File: src/rtl/seg_display_pkg.sv
// Shared types and constants for the multiplexed seven-segment display controller.
// Segment patterns are active-low with bit0 = segment a through bit6 = segment g.
package seg_display_pkg;

    typedef logic [3:0] nibble_t;

    localparam logic [6:0] SEG_BLANK = 7'h7F;

    // Hex glyphs 0-9, then A b C d E F
    localparam logic [6:0] SEG_TABLE [0:15] = '{
        7'h40, 7'h79, 7'h24, 7'h30,
        7'h19, 7'h12, 7'h02, 7'h78,
        7'h00, 7'h10, 7'h08, 7'h03,
        7'h46, 7'h21, 7'h06, 7'h0E
    };

endpackage

File: src/rtl/seg_hex_dec.sv
// Combinational nibble to active-low seven-segment decoder driven from the package table.
module seg_hex_dec
    import seg_display_pkg::*;
(
    input  logic [3:0] i_nibble,
    output logic [6:0] o_segments
);

    assign o_segments = SEG_TABLE[i_nibble];

endmodule

File: src/rtl/seg_display_ctrl.sv
// Multiplexed seven-segment display controller: per-digit dwell timing, double-buffered
// digit data swapped at frame boundaries, leading-zero suppression and PWM dimming.
// Optional blinking of selected digits is built when SEG_DISPLAY_BLINK_EN is defined.
module seg_display_ctrl
    import seg_display_pkg::*;
#(
    parameter int NUM_DIGITS       = 4,
    parameter int REFRESH_OVERFLOW = 2**19 - 1,
    parameter int BRIGHT_W         = 4,
    parameter int BLINK_LOG2       = 5
) (
    input  logic                    clk,
    input  logic                    reset,
    input  logic [NUM_DIGITS*4-1:0] digits,
    input  logic [NUM_DIGITS-1:0]   dp,
    input  logic                    load,
    input  logic [BRIGHT_W-1:0]     brightness,
    input  logic                    lz_en,
`ifdef SEG_DISPLAY_BLINK_EN
    input  logic [NUM_DIGITS-1:0]   blink_mask,
`endif
    output logic [NUM_DIGITS-1:0]   digit_select,
    output logic [6:0]              led_select,
    output logic                    dp_n,
    output logic                    frame_start
);

    localparam int DWELL_W = (REFRESH_OVERFLOW > 0) ? $clog2(REFRESH_OVERFLOW + 1) : 1;
    localparam int IDX_W   = $clog2(NUM_DIGITS);

    logic [DWELL_W-1:0]      r_dwellCount;
    logic [IDX_W-1:0]        r_index;
    logic [BRIGHT_W-1:0]     r_pwmCount;
    logic                    r_frameStart;

    logic [NUM_DIGITS*4-1:0] r_pendDigits;
    logic [NUM_DIGITS-1:0]   r_pendDp;
    logic                    r_pendValid;
    logic [NUM_DIGITS*4-1:0] r_activeDigits;
    logic [NUM_DIGITS-1:0]   r_activeDp;

    logic [NUM_DIGITS-1:0]   r_digitSelect;
    logic [6:0]              r_ledSelect;
    logic                    r_dpN;

    logic                    w_dwellDone;
    logic                    w_lastDigit;
    logic                    w_wrap;
    nibble_t                 w_curNibble;
    logic [6:0]              w_segments;
    logic                    w_upperZero;
    logic                    w_lzBlank;
    logic                    w_pwmOn;
    logic                    w_blinkBlank;

    assign w_dwellDone = (r_dwellCount == DWELL_W'(REFRESH_OVERFLOW));
    assign w_lastDigit = (r_index == IDX_W'(NUM_DIGITS - 1));
    assign w_wrap      = w_dwellDone && w_lastDigit;

    // Dwell counter and digit index: the index advances each time the dwell counter wraps
    always_ff @(posedge clk or negedge reset) begin
        if (!reset) begin
            r_dwellCount <= '0;
            r_index      <= '0;
        end else if (w_dwellDone) begin
            r_dwellCount <= '0;
            r_index      <= w_lastDigit ? '0 : r_index + 1'b1;
        end else begin
            r_dwellCount <= r_dwellCount + 1'b1;
        end
    end

    // Free-running PWM counter used for brightness dimming
    always_ff @(posedge clk or negedge reset) begin
        if (!reset) begin
            r_pwmCount <= '0;
        end else begin
            r_pwmCount <= r_pwmCount + 1'b1;
        end
    end

    // Frame-start pulse, high for the first cycle of digit 0
    always_ff @(posedge clk or negedge reset) begin
        if (!reset) begin
            r_frameStart <= 1'b0;
        end else begin
            r_frameStart <= w_wrap;
        end
    end

    // Double buffer: loads land in pending, pending moves to active only at a frame wrap so a
    // frame never shows a mix of old and new digits; a load on the wrap itself stays pending
    always_ff @(posedge clk or negedge reset) begin
        if (!reset) begin
            r_pendDigits   <= '0;
            r_pendDp       <= '0;
            r_pendValid    <= 1'b0;
            r_activeDigits <= '0;
            r_activeDp     <= '0;
        end else begin
            if (w_wrap && r_pendValid) begin
                r_activeDigits <= r_pendDigits;
                r_activeDp     <= r_pendDp;
            end
            if (load) begin
                r_pendDigits <= digits;
                r_pendDp     <= dp;
                r_pendValid  <= 1'b1;
            end else if (w_wrap) begin
                r_pendValid  <= 1'b0;
            end
        end
    end

`ifdef SEG_DISPLAY_BLINK_EN
    logic [BLINK_LOG2:0] r_blinkCount;

    // Frame counter whose top bit is the blink phase, toggling every 2**BLINK_LOG2 frames
    always_ff @(posedge clk or negedge reset) begin
        if (!reset) begin
            r_blinkCount <= '0;
        end else if (w_wrap) begin
            r_blinkCount <= r_blinkCount + 1'b1;
        end
    end

    assign w_blinkBlank = r_blinkCount[BLINK_LOG2] && blink_mask[r_index];
`else
    // BLINK_LOG2 only shapes the blink counter, so without blinking it is left unconsumed
    logic w_unusedBlink;
    assign w_unusedBlink = ^BLINK_LOG2;
    assign w_blinkBlank  = 1'b0;
`endif

    // A digit is leading-zero blanked when it and every more-significant digit are zero
    assign w_curNibble = nibble_t'(r_activeDigits >> {r_index, 2'b00});
    assign w_upperZero = ((r_activeDigits >> {r_index, 2'b00}) == '0);
    assign w_lzBlank   = lz_en && (r_index != '0) && w_upperZero;
    assign w_pwmOn     = (brightness == '1) || (r_pwmCount < brightness);

    seg_hex_dec u_hexDec (
        .i_nibble   (w_curNibble),
        .o_segments (w_segments)
    );

    // Registered drive: dimmed or blink-blanked digits turn everything off in the same cycle,
    // while a leading-zero blanked digit keeps its anode so its decimal point can still light
    always_ff @(posedge clk or negedge reset) begin
        if (!reset) begin
            r_digitSelect <= '1;
            r_ledSelect   <= SEG_BLANK;
            r_dpN         <= 1'b1;
        end else if (!w_pwmOn || w_blinkBlank) begin
            r_digitSelect <= '1;
            r_ledSelect   <= SEG_BLANK;
            r_dpN         <= 1'b1;
        end else begin
            r_digitSelect <= ~(NUM_DIGITS'(1) << r_index);
            r_ledSelect   <= w_lzBlank ? SEG_BLANK : w_segments;
            r_dpN         <= ~r_activeDp[r_index];
        end
    end

    assign digit_select = r_digitSelect;
    assign led_select   = r_ledSelect;
    assign dp_n         = r_dpN;
    assign frame_start  = r_frameStart;

endmodule

File: config.mk
export PLATFORM = sky130hd
export DESIGN_NAME = seg_display_ctrl
export DESIGN_NICKNAME = d
export VERILOG_FILES = /design/src/rtl/seg_display_pkg.sv /design/src/rtl/seg_hex_dec.sv /design/src/rtl/seg_display_ctrl.sv
export SDC_FILE = /design/constraint.sdc
export NUM_CORES = 1
export LEC_CHECK = 0
export CORE_MARGIN = 2
export CORE_UTILIZATION = 40
export DETAILED_ROUTE_END_ITERATION = 8
export GPL_TIMING_DRIVEN = 0
export MAX_ROUTING_LAYER = met4
export SLEW_MARGIN = 20
export SYNTH_ARGS = -nofsm -noshare
export SYNTH_HDL_FRONTEND = slang
export SYNTH_HIERARCHICAL = 1
export SYNTH_SLANG_ARGS = --single-unit
File: constraint.sdc
create_clock -name clk -period 2.7 [get_ports clk]
set_input_delay 0.27 -clock clk [delete_from_list [all_inputs] [get_ports clk]]
set_output_delay 0.27 -clock clk [all_outputs]
set_load 0.02 [all_outputs]
# Word-level counts from Yosys, hierarchy flattened
# Memories as Yosys holds them, arrays and structs flattened.
# Index checks and enable logic that the tools add are counted.
classes:
  n_addsub: 3
  mul: 0
  n_div: 0
  n_lt_le_gt_ge: 3
  n_eq_ne: 3
  shifts: 2
  n_mux: 12
  n_bitwise: 3
  reduce_logical: 8
ops:
  columns: ["operator", "n"]
  rows:
  - ["7-bit 2-to-1 mux", 4]
  - ["19-bit by 1-bit adder with 19-bit output (second input constant)", 1]
  - ["19-bit == test (second input constant)", 1]
  - ["19-bit 2-to-1 mux", 1]
  - ["16-bit zero test", 1]
  - ["16-bit by 4-bit >> shifter with 16-bit output", 1]
  - ["5-bit greater-or-equal comparator (second input constant)", 1]
  - ["4-bit NOT with 5-bit output", 1]
  - ["4-bit by 1-bit adder with 4-bit output (second input constant)", 1]
  - ["4-bit == test (second input constant)", 1]
  - ["1-bit logical AND", 4]
  - ["4-bit < comparator", 1]
  - ["1-bit 2-to-1 mux", 4]
  - ["4-bit 2-to-1 mux", 1]
  - ["4-bit NOT", 1]
  - ["2-bit nonzero test", 2]
  - ["1-bit by 2-bit left shift with 4-bit output (first input constant)", 1]
  - ["2-bit by 3-bit < comparator with 1-bit output (second input constant)", 1]
  - ["2-bit by 1-bit adder with 2-bit output (second input constant)", 1]
  - ["1-bit binary-select mux with 2-bit select", 1]
  - ["2-bit == test (second input constant)", 1]
  - ["2-bit 2-to-1 mux", 1]
  - ["1-bit logical OR", 1]
  - ["1-bit NOT", 1]
totals:
  reg_bits: 79
  latchBits: 0
  ramBits: 0
  mem_bits_ro: 112
  input_bits: 28
  word_cells: 47
  memories: 1
mem_list:
  columns: ["name", "depth", "width", "rd", "rd_clocked_by_memory_dff", "wr", "line_no", "rtl"]
  rows:
  - ["(no name shown)", 16, 7, 1, 0, 0, "seg_hex_dec.sv:9", "assign o_segments = SEG_TABLE[i_nibble];"]

# Depth between registers and ports, before layout
depth:
  word_depth: 7
  mapped_depth: 9
  mapped_depth_nobuf: 8

# Modules after synthesis
# The synthesis kept the hierarchy.
by_module_without_submodules:
  columns: ["module", "instances", "cells_each", "area_per_inst_um2", "seq_area_each_um2"]
  rows:
  - ["seg_display_ctrl", 1, 253, 3408.3, 1991.9]
  - ["seg_hex_dec", 1, 32, 275.3, 0.0]

# Worst setup path after synthesis
# Ideal clock, no wire load.
synth_timing:
  path_kind: "register -> register"
  from: "register r_index[0]"
  to: "register r_ledSelect[0] (netlist: led_select[0])"
  setup_time_ns: 0.081
  arrival_ns: 2.159
  required_time_ns: 2.619
  path_slack_ns: 0.460
  stages_incl_launch_ff: 10
  path_cell_list: "dfrtp_1 > buf_6 > mux4_2 > inv_1 > ha_1 > and2b_2 > or3b_1 > o21ai_0 > inv_1 > o211ai_1"
synth_between:
  elab_chain_len: 7
synth_rtl:
  columns: ["element", "line_no", "rtl"]
  rows:
  - ["start: declaration", "seg_display_ctrl.sv:32", "logic [IDX_W-1:0] r_index;"]
  - ["start signal: assignment", "seg_display_ctrl.sv:67", "r_index <= w_lastDigit ? '0 : r_index + 1'b1;"]
  - ["16-bit by 4-bit >> shifter with 16-bit output", "seg_display_ctrl.sv:137", "assign w_upperZero = ((r_activeDigits >> {r_index, 2'b00}) == '0);"]
  - ["named net w_curNibble[1]", "seg_display_ctrl.sv:49", "nibble_t w_curNibble;"]
  - ["4-bit NOT with 5-bit output (implied by the code)", "seg_hex_dec.sv:9", null]
  - ["memory 16 x 7 bit", null, null]
  - ["7-bit 2-to-1 mux (implied by the code) (2 in series)", "seg_hex_dec.sv:9", null]
  - ["named net w_segments[0]", "seg_display_ctrl.sv:50", "logic [6:0] w_segments;"]
  - ["7-bit 2-to-1 mux", "seg_display_ctrl.sv:159", "r_ledSelect <= w_lzBlank ? SEG_BLANK : w_segments;"]
  - ["7-bit 2-to-1 mux", "seg_display_ctrl.sv:153", "end else if (!w_pwmOn || w_blinkBlank) begin"]
  - ["end signal: assignment", "seg_display_ctrl.sv:159", null]
  - ["end: declaration", "seg_display_ctrl.sv:43", "logic [6:0] r_ledSelect;"]
# The timed path passes the listed nets, and every way through them passes these cells. The select of a mux whose other input is x is not followed.
# A chain may end at the register's enable or synchronous reset.

# Worst setup path after layout
# Ends and elaborated chain as after synthesis.

==> impl_table.tex <==
\begin{tabular}{lr}
\hline
Metric & Value \\
\hline
\multicolumn{2}{l}{\textbf{Logic synthesis}} \\
\quad Main synth FF type & sky130\_fd\_sc\_hd\_\_dfrtp\_1 \\
\quad Net Count, Synth & 329 \\
\quad Post-synthesis share of cell area spent on full adders, half adders and majority gates & 0.05435 \\
\quad Proportion of synthesized area in mux cells & 0.1841 \\
\quad Combinational family with the most area after synthesis & multiplexers \\
\quad Basic-gate share of the synthesized area counting and, or, nand and nor cells & 0.08798 \\
\quad Synthesized instance count & between 200 and 300 \\
\quad Number of distinct library cell variants in the gate-level netlist after synthesis & 38 \\
\quad Area share of xor/xnor cells in the synthesized design & 0.04280 \\
\quad Post-synthesis compound-gate area fraction & 0.05367 \\
\quad Async set-or-reset flop fraction in the synthesized netlist & 1.000 \\
\quad Count of flip-flops with a built-in enable after synthesis & 0 \\
\quad Syn\_area\_per\_cell & approximately 13 um2 \\
\quad Share of synthesized area occupied by flip-flops and latches & 0.5408 \\
\quad Yosys synthesis warning count & 6 \\
\quad Cell Area, Synth & approximately 3700 um2 \\
\quad Flip-flop and latch count after synthesis & 79 \\
\multicolumn{2}{l}{\textbf{Layout}} \\
\quad Number of standard cells in the final layout excluding fillers & roughly 450 \\
\quad Final design instance area without fill & between 4000 and 5000 um2 \\
\quad Nets & between 300 and 400 \\
\quad Leading cell types in the layout, fill and taps excluded & sky130\_fd\_sc\_hd\_\_dfrtp\_1 (67), sky130\_fd\_sc\_hd\_\_mux2\_2 (43), sky130\_fd\_sc\_hd\_\_clkdlybuf4s50\_1 (39) \\
\quad Area growth from synthesis to final layout & 21.54\% \\
\quad Most common cell after layout, fill and taps aside & sky130\_fd\_sc\_hd\_\_dfrtp\_1 \\
\quad Antenna diode count & 0 \\
\quad Share of cells above drive strength 1 & 0.2420 \\
\multicolumn{2}{l}{\textbf{Detailed routing}} \\
\quad First-pass DRT Iterations & 4 \\
\quad DRC violations left & 0 \\
\quad Number of vias after detailed routing & about 2300 \\
\quad Routed wirelength normalized by instance count & between 10 and 15 um \\
\quad Antenna violation net count after detailed routing & 0 \\
\quad Detailed Route WL & roughly 6300 um \\
\quad Routed via count divided by cell count & a little over 5 \\
\quad Detailed Route Iter0 Violations & between 60 and 70 \\
\multicolumn{2}{l}{\textbf{Timing}} \\
\quad Worst-case headroom to the max-slew limit & 0.5664 \\
\quad Worst-case clock skew & 0.01707 ns \\
\quad Maximum clock frequency & 405.7 MHz \\
\quad Final-report setup violation count & 0 \\
\quad Transition at the pin with the smallest max-transition slack & roughly 0.65 ns \\
\quad Post-layout minimum cycle time & between 2 and 2.5 ns \\
\quad Summed negative setup slack over all endpoints & 0 ns \\
\quad Final hold violations & 0 \\
\quad Max Slew Vio Count & 0 \\
\quad Setup repair after global routing missed its margin & false \\
\quad Share of the clock period used by the worst path after layout & 0.9130 \\
\multicolumn{2}{l}{\textbf{Global route}} \\
\quad Most congested layer reported by global routing & met2 \\
\quad Total gr overflow & 0 \\
\quad Global-route usage over all layers & 0.1485 \\
\quad Global-route wire length before repair & around 11000 um \\
\quad Number of global-route vias before repair & approximately 2400 \\
\quad Pin count of the biggest net entering global routing & between 40 and 50 \\
\quad Global-route met1 utilization & 0.1995 \\
\quad Met3 Use GR & 0.03969 \\
\quad GR Util met2 & 0.2183 \\
\quad Initial antenna violation count & 0 \\
\multicolumn{2}{l}{\textbf{Critical path}} \\
\quad CP Class & register to register \\
\quad Data arrival time of the critical path & approximately 2.7 ns \\
\quad Nature of the critical path endpoint & register \\
\quad Required time at the endpoint of the critical path & between 2 and 3 ns \\
\quad Worst setup SP type & register \\
\quad Largest driver fanout on the critical path & 10 \\
\multicolumn{2}{l}{\textbf{Floorplan}} \\
\quad Horizontal die dimension & between 90 and 100 um \\
\quad \# IOs & slightly above 40 \\
\quad Die span in y & between 90 and 100 um \\
\quad Core Footprint & a little over 9000 um2 \\
\quad Starting density of the core & 0.4063 \\
\quad Total die area & between 9000 and 10000 um2 \\
\quad Site row count & 35 \\
\multicolumn{2}{l}{\textbf{Pwr}} \\
\quad Pwr per Cell Area & between 500 and 600 nW/um2 \\
\quad Leakage dissipation & roughly 2.0 nW \\
\quad Maximum ir drop on the vdd rail & between 0.2 and 0.3 mV \\
\multicolumn{2}{l}{\textbf{Placement}} \\
\quad Routability Congestion & 0.7450 \\
\quad Count of input and output buffers & 40 \\
\quad DP Wirelength & between 4000 and 5000 um \\
\quad Placed Cells & between 400 and 500 \\
\quad Instance area after placement & roughly 4200 um2 \\
\multicolumn{2}{l}{\textbf{Clocking}} \\
\quad Clock Tree Buf Depth & 2 \\
\quad Latest clock arrival within the worst-skew pair & 0.35 ns \\
\quad Clock tree from TritonCTS & done \\
\quad Master cell of the clock root buffer & sky130\_fd\_sc\_hd\_\_clkbuf\_8 \\
\quad Clock transition at the register clock pins on the worst setup and hold paths after CTS & 0.09 ns \\
\quad Count of H-tree levels built during CTS & 3 \\
\quad Num Clock Sinks & approximately 80 \\
\quad Resize count post-CTS & 0 \\
\quad TritonCTS buffer count & 9 \\
\multicolumn{2}{l}{\textbf{Worst hold path}} \\
\quad Min-delay worst type & input port to asynchronous set/reset pin \\
\multicolumn{2}{l}{\textbf{Outcome}} \\
\quad Status & completed \\
\multicolumn{2}{l}{\textbf{Job}} \\
\quad MaxCap Viol Count & 0 \\
\hline
\end{tabular}
-- metrics by stage --
step           power, mW  setup WS (ns)  hold WS (ns)  utilization
2_1_floorplan      1.301         0.4599      -0.02559            -
3_3_place_gp       1.381         -1.386        0.4550       0.4658
3_5_place_dp       1.388         0.2529        0.2648       0.4678
4_1_cts            2.387         0.2352        0.4118       0.4939
5_1_grt            2.456         0.1098        0.4325       0.4939
6_report           2.350         0.2350        0.4014       0.4939
-- cells in the mapped netlist, types with 2 or more instances --
master                      n  share of area
sky130_fd_sc_hd__buf_2      5         0.0068
sky130_fd_sc_hd__buf_6      2         0.0061
sky130_fd_sc_hd__nor4_1     3         0.0051
sky130_fd_sc_hd__dfrtp_1   67           0.46
sky130_fd_sc_hd__and2_1     3         0.0051
sky130_fd_sc_hd__and4_1     6          0.014
sky130_fd_sc_hd__mux4_1     5          0.036
sky130_fd_sc_hd__nand4_1    6          0.010
sky130_fd_sc_hd__nand3_1    7         0.0095
sky130_fd_sc_hd__a22o_1     2         0.0048
sky130_fd_sc_hd__o211ai_1   9          0.018
sky130_fd_sc_hd__dfstp_2   12          0.086
sky130_fd_sc_hd__nand2_1    9         0.0092
sky130_fd_sc_hd__clkbuf_1   6         0.0061
sky130_fd_sc_hd__xnor2_1    5          0.012
sky130_fd_sc_hd__ha_1      16          0.054
sky130_fd_sc_hd__mux2_2    43           0.13
sky130_fd_sc_hd__o21ai_0    8          0.011
sky130_fd_sc_hd__and3_1     3         0.0051
sky130_fd_sc_hd__inv_1     17          0.017
sky130_fd_sc_hd__xor2_1    13          0.031
sky130_fd_sc_hd__nor2_1    18          0.018
sky130_fd_sc_hd__mux2i_1    4          0.011
sky130_fd_sc_hd__a21oi_1    2         0.0027
-- worst max-delay path, stage by stage, from the launching register on --
cell	delay (ns)
sky130_fd_sc_hd__dfrtp_1	0.44
sky130_fd_sc_hd__buf_6	0.18
sky130_fd_sc_hd__mux4_2	0.59
sky130_fd_sc_hd__inv_1	0.18
sky130_fd_sc_hd__ha_1	0.20
sky130_fd_sc_hd__and2b_2	0.23
sky130_fd_sc_hd__or3b_1	0.36
sky130_fd_sc_hd__o21ai_0	0.07
sky130_fd_sc_hd__inv_1	0.06
sky130_fd_sc_hd__o211ai_1	0.08
-- sequential cells by signal, indices dropped and copies added (netlist names) --
signal and cells:
r_dwellCount 19, r_activeDigits 16, r_pendDigits 16, led_select 7
digit_select 4, r_activeDp 4, r_pendDp 4, r_pwmCount 4
r_index 2, dp_n 1, frame_start 1, r_pendValid 1
-- worst paths after layout --
check / from / cells after the start / slack, ns / endpoint
min in group clk: r_dwellCount[16] / 1 / 0.47 / r_dwellCount[16]
worst max-delay path: r_index[0] / 9 / 0.23 / led_select[0]
worst max register to register: r_index[0] / 9 / 0.23 / led_select[0]
worst min-delay path: reset / 2 / 0.40 / r_dwellCount[9]
max in group asynchronous: reset / 3 / 1.71 / r_pendDigits[6]
worst min register to register: r_dwellCount[16] / 1 / 0.47 / r_dwellCount[16]
-- repair_timing --
item | 4_1_cts | 5_1_grt
hold buffers | 1 | 0
buffers inserted | 0 | 0
hold endpoints to repair | 24 | 0
-- layer usage --
| layer | vias to the layer above | part of all wire |
|---|---|---|
| met1 | 1152 | 0.50 |
| met4 | 0 | 0.010 |
| met2 | 52 | 0.44 |
| li1 | 1123 | - |
| met3 | 8 | 0.048 |
| met5 | - | 0 |
-- cell type report --
class                   count  area, um2
plain buffers              13      70.07
clock buffers               9      123.9
clock inverters             7      102.6
fillers                   831       4588
inverters                  17      63.81
multi-input cells         176       1558
flip-flops and latches     79       1992
well taps                 111      138.9
repair buffers             42      427.9
-- cell families (layout without fill, tap and decap cells) --
group,count (synthesis),count (layout)
mux,53,53
fa+ha+maj,16,16
compound gates,28,28
simple gates,61,61
xor+xnor,18,18
flops,79,79
buf+inv,30,88
-- where the power goes --
group | internal (mW) | total (mW) | switching [mW]
sequential | 1.22 | 1.23 | 0.0169
combinational | 0.0738 | 0.127 | 0.0532
clock | 0.532 | 0.989 | 0.457
No activity file was read; power rests on OpenSTA's default activity.
==> variant: new RTL, same flow settings <==
Change the parameter `NUM_DIGITS` from 4 to 16.
--- a/src/rtl/seg_display_ctrl.sv
+++ b/src/rtl/seg_display_ctrl.sv
@@ -6,3 +6,3 @@
 #(
-    parameter int NUM_DIGITS       = 4,
+    parameter int NUM_DIGITS       = 16,
     parameter int REFRESH_OVERFLOW = 2**19 - 1,
Interface: changed (resized digit_select, digits and dp); port bits go from 41 to 113. No check against the original RTL was run, so the function may have changed too.
==> variant against the unedited design <==
  * The run now ends with negative setup slack left
  * Worst setup slack lost 0.43 ns
  * Final area grew to 2.9 times the old value
  * Total power grew to 3.0 times the old value
  * Synthesized cell count grew to 2.6 times the old value
  * Non-clock buffer count grew 121
  * Largest power group unchanged
  * Via count grew to 2.9 times the old value
  * Critical path depth grew 2
  * Routed wire length grew to 3.7 times the old value
  * Synthesized area grew to 2.7 times the old value
  * Sequential cell count grew 134
  * Cell count grew to 2.8 times the old value
  * Clock power grew to 3.3 times the old value
==> variant: results (changes against the unedited design) <==
Worst setup path
  – Worst R2R Path Depth: 11 (was 9)
  – Critical Path AT: 3.34 ns (was 2.74 ns)
  – Crit-path max FO: 8 (was 10)

Pwr
  – Static leakage: 0.005610 uW (was 0.002022 uW)
  – P_comb: 388 uW (was 127 uW)

Final layout
  – Filler cells: 2120 (was 831)
  – Top Registers: r_activeDigits: 64 flops, r_pendDigits: 64 flops, r_dwellCount: 19 flops (was r_dwellCount: 19 flops, r_activeDigits: 16 flops, r_pendDigits: 16 flops)
  – Clk tree area frac: 0.06284 (was 0.05059)
  – Nonclk buf count: 176 (was 55)
  – Signal inverters: 15 (was 17)
  – Fraction of area in multi-input gates: 0.3545 (was 0.3480)
  – Nets: 1020 (was 382)
  – Seq area share: 0.4200 (was 0.4449)
  – Signal buf overhead: 0.1264 (was 0.1112)
  – Final Util: 0.5218 (was 0.4939)
  – Share of layout cells above drive strength 1: 0.3541 (was 0.2420)

Routing
  – Met1 WL: 10510 um (was 3113 um)
  – Routed wl met2: 11250 um (was 2782 um)
  – Vias per cell: 5.369 (was 5.143)
  – Final wirelength: 23250 um (was 6262 um)
  – Initial drt markers: 352 (was 63)
  – Wire per inst: 18.51 um (was 13.79 um)

Synth
  – Avg Inst Size Synth: 13.32 um^2 (was 12.92 um^2)
  – Sequential fraction of the synthesis area: 0.5339 (was 0.5408)
  – Synth top cells by count: 189 x dfrtp_1, 161 x mux2_2, 37 x nor2_1 (was 67 x dfrtp_1, 43 x mux2_2, 18 x nor2_1)
  – Post-Synth Adder-Cell Area: 0.02243 (was 0.05435)
  – Compound-Gate Fraction of Synth Area: 0.03876 (was 0.05367)
  – Post-Syn Nets: 860 (was 329)
  – Netlist cell types: 59 (was 38)
  – Proportion of synthesized area in mux cells: 0.2605 (was 0.1841)

CTS
  – Clock latency on the worst-skew pair: 0.52 ns (was 0.35 ns)
  – CTS Root Cell: clkbuf_16 (was clkbuf_8)
  – Num CTS Buffers: 24 (was 9)
  – Clock Tree Buf Depth: 3 (was 2)

GRT
  – M1 GR Usage: 0.2489 (was 0.1995)
  – First-pass GRT wire length: 37340 um (was 11400 um)
  – Gr usage total: 0.1841 (was 0.1485)
  – Vias in the first global route: 6782 (was 2423)
  – Met2 Use GR: 0.2986 (was 0.2183)
  – Largest net degree at the start of global routing: 95 (was 44)
  – Met3 Resource Use GR: 0.02317 (was 0.03969)

STA
  – Final setup margin: -0.1996 ns (was 0.2350 ns)
  – Worst Tran Pin Value: 0.7167 ns (was 0.6504 ns)
  – Finish-stage setup viols: 7 (was 0)
  – Fin Clk Skew: 0.01355 ns (was 0.01707 ns)

Run status
  – Outcome: complete, but fails checks (was complete, no violations)
  – Violated checks: negative setup slack

Place
  – Cells after DPL: 1191 (was 437)
  – Quantity of I/O buffers inserted on ports: 111 (was 40)
  – GPL Wtd Cong: 0.9233 (was 0.7450)
  – Post-Place Worst Slack: -0.6974 ns (was 0.2529 ns)
  – DP Area: 11630 um^2 (was 4240 um^2)
  – Hpwl dp: 16640 um (was 4503 um)

Die
  – Tapcells: 324 (was 111)
## variant: changes by cell type in the layout (fill, tap and decap cells not counted), moves of 12 or more
| cell | delta |
|---|---|
| dfrtp_1 | +122 |
| dfstp_2 | +12 |
| clkdlybuf4s50_1 | +71 |
| nor3_1 | +27 |
| mux4_2 | +23 |
| clkbuf_16 | +26 |
| nand2_1 | +12 |
| buf_4 | +22 |
| nand3_1 | +16 |
| mux2_2 | +118 |
| a21oi_1 | +17 |
| clkbuf_1 | +17 |
| nor2_1 | +18 |
## variant: worst max-delay path by stage
stage                                         start                       endpoint  slack [ns]
after global placement                        reset      r_dwellCount[7]$_DFF_PN0_       -7.72
after CTS                    r_index[0]$_DFFE_PN0N_        led_select[0]$_DFF_PN1_       -0.20
after global routing         r_index[0]$_DFFE_PN0N_        led_select[0]$_DFF_PN1_       -0.28
final                        r_index[0]$_DFFE_PN0N_        led_select[0]$_DFF_PN1_       -0.20
after detailed placement  r_dwellCount[0]$_DFF_PN0_  r_activeDigits[2]$_DFFE_PN0P_       -0.70
after floorplan              r_index[0]$_DFFE_PN0N_        led_select[3]$_DFF_PN1_       -0.05
## variant: metrics by stage
stage,total power [uW],setup TNS [ns],hold slack [ns]
2_1_floorplan,3580,-0.07171,-0.02559
3_3_place_gp,3827,-1633.01,0.4565
3_5_place_dp,3842,-57.32,0.2681
4_1_cts,7123,-1.303,0.3096
5_1_grt,7308,-1.860,0.3263
6_report,7035,-1.254,0.2933
## variant: what timing repair did
| action | in CTS | in global routing |
|---|---|---|
| gates resized for setup | 27 | 36 |
| endpoints found under the hold margin | 46 | 0 |
| cloned | 1 | 0 |
| hold buffers | 1 | 0 |
| pin swaps | 7 | 5 |
| endpoints found under the setup margin | 89 | 87 |
| buffers inserted | 16 | 3 |
